File: src/rtl/ps_requester4.sv
// Requester-side agent for a 4-way priority selector: per-client IDLE/REQ/OWN FSMs, one shared burst counter.
// Optional per-client starvation flags are built when REQ_STARVE_DETECT_EN is defined.
module ps_requester4 #(
    parameter int BURST_LEN    = 4,
    parameter int CNT_W        = 8
`ifdef REQ_STARVE_DETECT_EN
    ,
    parameter int STARVE_LIMIT = 16
`endif
) (
    input  logic       clock,
    input  logic       reset,
    input  logic [3:0] job_valid,
    output logic [3:0] job_ready,
    output logic [3:0] req,
    output logic       en,
    input  logic [3:0] gnt,
    input  logic       req_up,
    output logic [1:0] owner,
    output logic       busy,
    output logic [3:0] done,
    output logic       err,
    output logic [3:0] starve
);

    typedef enum logic [1:0] {
        S_IDLE = 2'd0,
        S_REQ  = 2'd1,
        S_OWN  = 2'd2
    } state_t;

    state_t           state    [4];
    state_t           state_nx [4];
    logic [CNT_W-1:0] cnt;
    logic [CNT_W-1:0] cnt_nx;

    logic       gnt_any;
    logic       gnt_onehot;
    logic [1:0] gnt_idx;
    logic       gnt_target_req;
    logic       req_mismatch;
    logic       proto_err;
    logic       take;

    // The selector is locked while a burst runs, so a new grant can never overlap a burst end.
    assign en = ~busy;

    // NOTE: every signal written in always_comb gets a default first, otherwise a latch is inferred.
    always_comb begin
        gnt_any    = |gnt;
        gnt_onehot = gnt_any && ((gnt & (gnt - 4'd1)) == 4'd0);
        gnt_idx    = 2'd0;
        for (int i = 0; i < 4; i++) begin
            if (gnt[i]) gnt_idx = 2'(i);
        end
        gnt_target_req = (state[gnt_idx] == S_REQ);
        req_mismatch   = en && (req_up != (|req));

        proto_err = (gnt_any && !en)
                 || (gnt_any && !gnt_onehot)
                 || (en && gnt_onehot && !gnt_target_req)
                 || req_mismatch;
        // Any protocol violation voids the grant in that cycle.
        take = en && gnt_onehot && gnt_target_req && !req_mismatch;

        cnt_nx = cnt;
        if (take)
            cnt_nx = CNT_W'(BURST_LEN - 1);
        else if (busy && cnt != '0)
            cnt_nx = cnt - 1'b1;

        for (int i = 0; i < 4; i++) begin
            state_nx[i] = state[i];
            case (state[i])
                S_IDLE:  if (job_valid[i])     state_nx[i] = S_REQ;
                S_REQ:   if (take && gnt[i])   state_nx[i] = S_OWN;
                S_OWN:   if (cnt == '0)        state_nx[i] = S_IDLE;
                default:                       state_nx[i] = S_IDLE;
            endcase
        end
    end

    // Outputs are registered from the next-state decode so they line up with the state they describe.
    // NOTE: sequential state uses non-blocking assignments so all registers update from pre-edge values.
    always_ff @(posedge clock) begin
        if (reset) begin
            for (int i = 0; i < 4; i++) state[i] <= S_IDLE;
            cnt       <= '0;
            req       <= 4'b0000;
            job_ready <= 4'b1111;
            busy      <= 1'b0;
            owner     <= 2'd0;
            done      <= 4'b0000;
            err       <= 1'b0;
        end else begin
            for (int i = 0; i < 4; i++) begin
                state[i]     <= state_nx[i];
                req[i]       <= (state_nx[i] == S_REQ);
                job_ready[i] <= (state_nx[i] == S_IDLE);
                done[i]      <= (state_nx[i] == S_OWN) && (cnt_nx == '0);
            end
            cnt   <= cnt_nx;
            busy  <= (state_nx[0] == S_OWN) || (state_nx[1] == S_OWN)
                  || (state_nx[2] == S_OWN) || (state_nx[3] == S_OWN);
            if (take) owner <= gnt_idx;
            err   <= err | proto_err;
        end
    end

`ifdef REQ_STARVE_DETECT_EN
    localparam int SW = $clog2(STARVE_LIMIT + 1);

    logic [SW-1:0] wait_cnt [4];

    always_ff @(posedge clock) begin
        if (reset) begin
            for (int i = 0; i < 4; i++) wait_cnt[i] <= '0;
        end else begin
            for (int i = 0; i < 4; i++) begin
                if (state[i] == S_REQ && state_nx[i] == S_REQ) begin
                    if (wait_cnt[i] != SW'(STARVE_LIMIT)) wait_cnt[i] <= wait_cnt[i] + 1'b1;
                end else begin
                    wait_cnt[i] <= '0;
                end
            end
        end
    end

    always_comb begin
        for (int i = 0; i < 4; i++) starve[i] = (wait_cnt[i] == SW'(STARVE_LIMIT));
    end
`else
    assign starve = 4'b0000;
`endif

endmodule

File: config.mk
export PLATFORM = sky130hd
export DESIGN_NAME = ps_requester4
export DESIGN_NICKNAME = d
export VERILOG_FILES = /design/src/rtl/ps_requester4.sv
export SDC_FILE = /design/constraint.sdc
export NUM_CORES = 1
export LEC_CHECK = 0
export CELL_PAD_IN_SITES_DETAIL_PLACEMENT = 0
export CELL_PAD_IN_SITES_GLOBAL_PLACEMENT = 2
export CORE_MARGIN = 5
export CORE_UTILIZATION = 27
export DETAILED_ROUTE_END_ITERATION = 8
export PLACE_DENSITY_LB_ADDON = 0.25
export RECOVER_POWER = 100
export SETUP_SLACK_MARGIN = 0.4
export SYNTH_ARGS = -nofsm -noshare
export SYNTH_HDL_FRONTEND = slang
export SYNTH_SLANG_ARGS = --single-unit
File: constraint.sdc
create_clock -name clock -period 1.8 [get_ports clock]
set_input_delay 0.36 -clock clock [delete_from_list [all_inputs] [get_ports clock]]
set_output_delay 0.36 -clock clock [all_outputs]
set_load 0.005 [all_outputs]
==> results of run 1 <==
## logic make-up after synthesis
group	count (synthesis)	share of synthesized area (%)
and+or+nand+nor	66	24.2
DFF	32	40.3
muxes	4	2.60
buffers and inverters	25	7.72
AOI/OAI and AO/OA	45	20.6
other	1	0.236
adders and majority gates	2	1.58
xor gates and xnor gates	5	2.76
## per-stage QoR
stage / setup TNS (ps) / std cells
4_1_cts: -693 / 331
3_5_place_dp: -15040 / 316
3_3_place_gp: -13710 / 316
2_1_floorplan: -148 / 183
6_report: -590 / 334
5_1_grt: -2230 / 334
## metal layers
layer	vias to the layer above	part of all wire (%)
li1	805	-
met1	798	42
met2	30	54
met3	5	3.7
met4	0	0.81
met5	-	0
## area by class of cell
class	count	area (um^2)
clock buffers	5	68.8
fillers	582	3000
well taps	75	93.8
repair buffers	82	707
inverters	11	46.3
clock inverters	3	23.8
multi-input cells	126	1220
flip-flops and latches	32	657
## final timing paths
path / start / slack [ps] / to / depth (start not counted)
worst max-delay path: cnt[5] / -150 / done[1] / 5
worst min-delay path: gnt[3] / 410 / state[3][1] / 3
worst max register to register: cnt[5] / -150 / done[1] / 5
worst min register to register: state[0][0] / 470 / done[0] / 1
## state kept, by name (all words and copies together), names as in the netlist
register and count:
req 4, job_ready 4, owner 2, done 4
err 1, state 8, cnt 8, busy 1
## report_power, final
part           switching (mW)  leakage [nW]  internal [mW]
clock network           0.280        0.0404          0.273
registers              0.0261         0.266          0.745
logic                   0.256         0.823          0.278
## worst reg2reg max path: stages, from the launching register on
cell and delay, ps:
dfxtp_2 320, or4_4 570, nor3_4 180, o211ai_1 110, a221o_2 450, nor4_4 230
## Yosys cell counts (all sizes together), types with 2 or more instances
cell type,count
nand3,6
clkbuf,4
nor2b,4
a21oi,12
nand2,10
nor3,9
buf,10
nand4,2
inv,11
ha,2
xnor2,3
or3,2
nand2b,4
nor4,7
a211oi,2
xor2,2
o22ai,2
a21o,5
o211ai,2
o21ai,5
mux2i,3
nor2,7
nor3b,9
or2,2
dfxtp,32
## repair_timing
item	4_1_cts	5_1_grt
gates resized for setup	102	30
endpoints found under the hold margin	0	0
buffers inserted	7	3
setup endpoints to repair	49	34
hold buffers	0	0
pin swaps	21	18
## cells in the final DEF, fill, tap and decap left out, types with 6 or more instances in the layout
cell             count
inv_1                8
buf_4               39
nor2_1               6
clkdlybuf4s50_1      6
a21oi_2              7
buf_6               15
dfxtp_1             21
dfxtp_2             10
nor3_2               6
dlygate4sd2_1       16
==> results.md, run 1 <==
* Status: finished with violations
* Failing checks: negative setup slack
* Root buf cell: clkbuf_8
* Pre-CTS WS at -654 ps
* # rows at 28
* CTS Buffer Depth at 2
* Max Slew Vio Count at 0
* First-pass GRT wire length at 7940 um
* Worst hold-check path type: in2reg
* Ports at 32
* Post-synth EDFFs at 0
* Crit. End Element: flip-flop
* Yosys warnings at 0
* Main synth FF type: dfxtp_1
* Post-route cell area at 0.00281 mm^2
* Die width at 86.7 um
* Hold Slack at 406 ps
* Tot Pwr at 1.86 mW
* Share of the synthesized area in the top cell type at 40.3%
* Worst-Skew Late Latency at 280 ps
* ANT cells at 0
* # Max-Cap Violations at 0
* Slew @ Worst Pin at 636 ps
* Synthesized area per cell at 8.82 um^2
* Crit path max-delay family: simple AND/OR/NAND/NOR gates
* Core Region at 0.00582 mm^2
* Met3 GRT Util at 3.71%
* Detailed placement HPWL at 3590 um
* Cts bufs inserted at 5
* Ranking of synthesized cells by area: dfxtp_1 (40%), nor3b_1 (4.3%), a21oi_1 (3.8%)
* Clk_skew at 5.92 ps
* Seq/Total Area, Yosys at 40.3%
* Min Clock Period, post-route at 1950 ps
* Cell area after technology mapping at 0.00159 mm^2
* Share of post-route cells with drive strength above 1 at 53.7%
* GRT Util Overall at 13.5%
* Startpoint types: flip-flop
* Leakage at 1.13 nW
* WL per Instance at 14.8 um
* CP required at 2000 ps
* Die Area at 0.00751 mm^2
* Final setup violation count at 5
* Worst path bufs/invs at 0
* Initial Util at 27.3%
* Vias in the first global route at 1686
* Pwr per Cell Area at 661 mW/mm^2
* WS Path Type: reg2reg
* Final GP Congestion at 0.912
* Final WL at 4930 um
* Fmax at 512 MHz
* Residual DRC at 0
* Setup slack after layout at -152 ps
* Final worst path period share at 108%
* Total gr overflow at 0
* CP max-delay cell: or4_4
* Met2 usage at 24.3%
* Die height at 86.7 um
* Clk pin slew, worst setup/hold paths at 70 ps
* Clock sinks at 32
* Critical Path AT at 2150 ps
* Gr busiest metal: met2
* Final core occ at 48.4%
* Synth cell types at 52
* Via count at 1638
* Pin count of the biggest net entering global routing at 24
* CP cell instances: or4_4, nor3_4, o211ai_1, a221o_2, nor4_4
* Max-slew headroom at 57.0%
* PortBufs at 27
* Peak supply drop at 0.348 mV
* Final hold vios at 0
* H-tree levels at 2
* Critical Path Fanout Max at 4
* #FFs+latches synth at 32
* CTS tree: done
* Yosys top cell by area: dfxtp_1
* Synth Instances at 180
* Vias per cell at 4.90
* Syn-to-layout area delta at 77.1%
* Total Nets Final at 271
* Asr flop ratio synth at 0%
* Initial DRC Count at 25
* Drt pass-1 iters at 4
* Initial antenna violation count at 0
* Placed Area at 0.00227 mm^2
* RSZ-0062 raised after global routing: true
* Critical path's largest stage delay at 570 ps
* Met1 usage at 15.5%
* Final ANT Viol Nets at 0
No activity file was read; power rests on OpenSTA's default activity.
==> run 2, diff against run 1 <==
--- a/config.mk
+++ b/config.mk
@@ -9,7 +9,9 @@
 export CELL_PAD_IN_SITES_GLOBAL_PLACEMENT = 2
 export CORE_MARGIN = 5
 export CORE_UTILIZATION = 27
+export CTS_CLUSTER_DIAMETER = 60
 export DETAILED_ROUTE_END_ITERATION = 8
+export GPL_TIMING_DRIVEN = 1
 export PLACE_DENSITY_LB_ADDON = 0.25
 export RECOVER_POWER = 100
 export SETUP_SLACK_MARGIN = 0.4
==> results of run 2 <==
Final layout, timing and power as in run 1 (identical DEF).
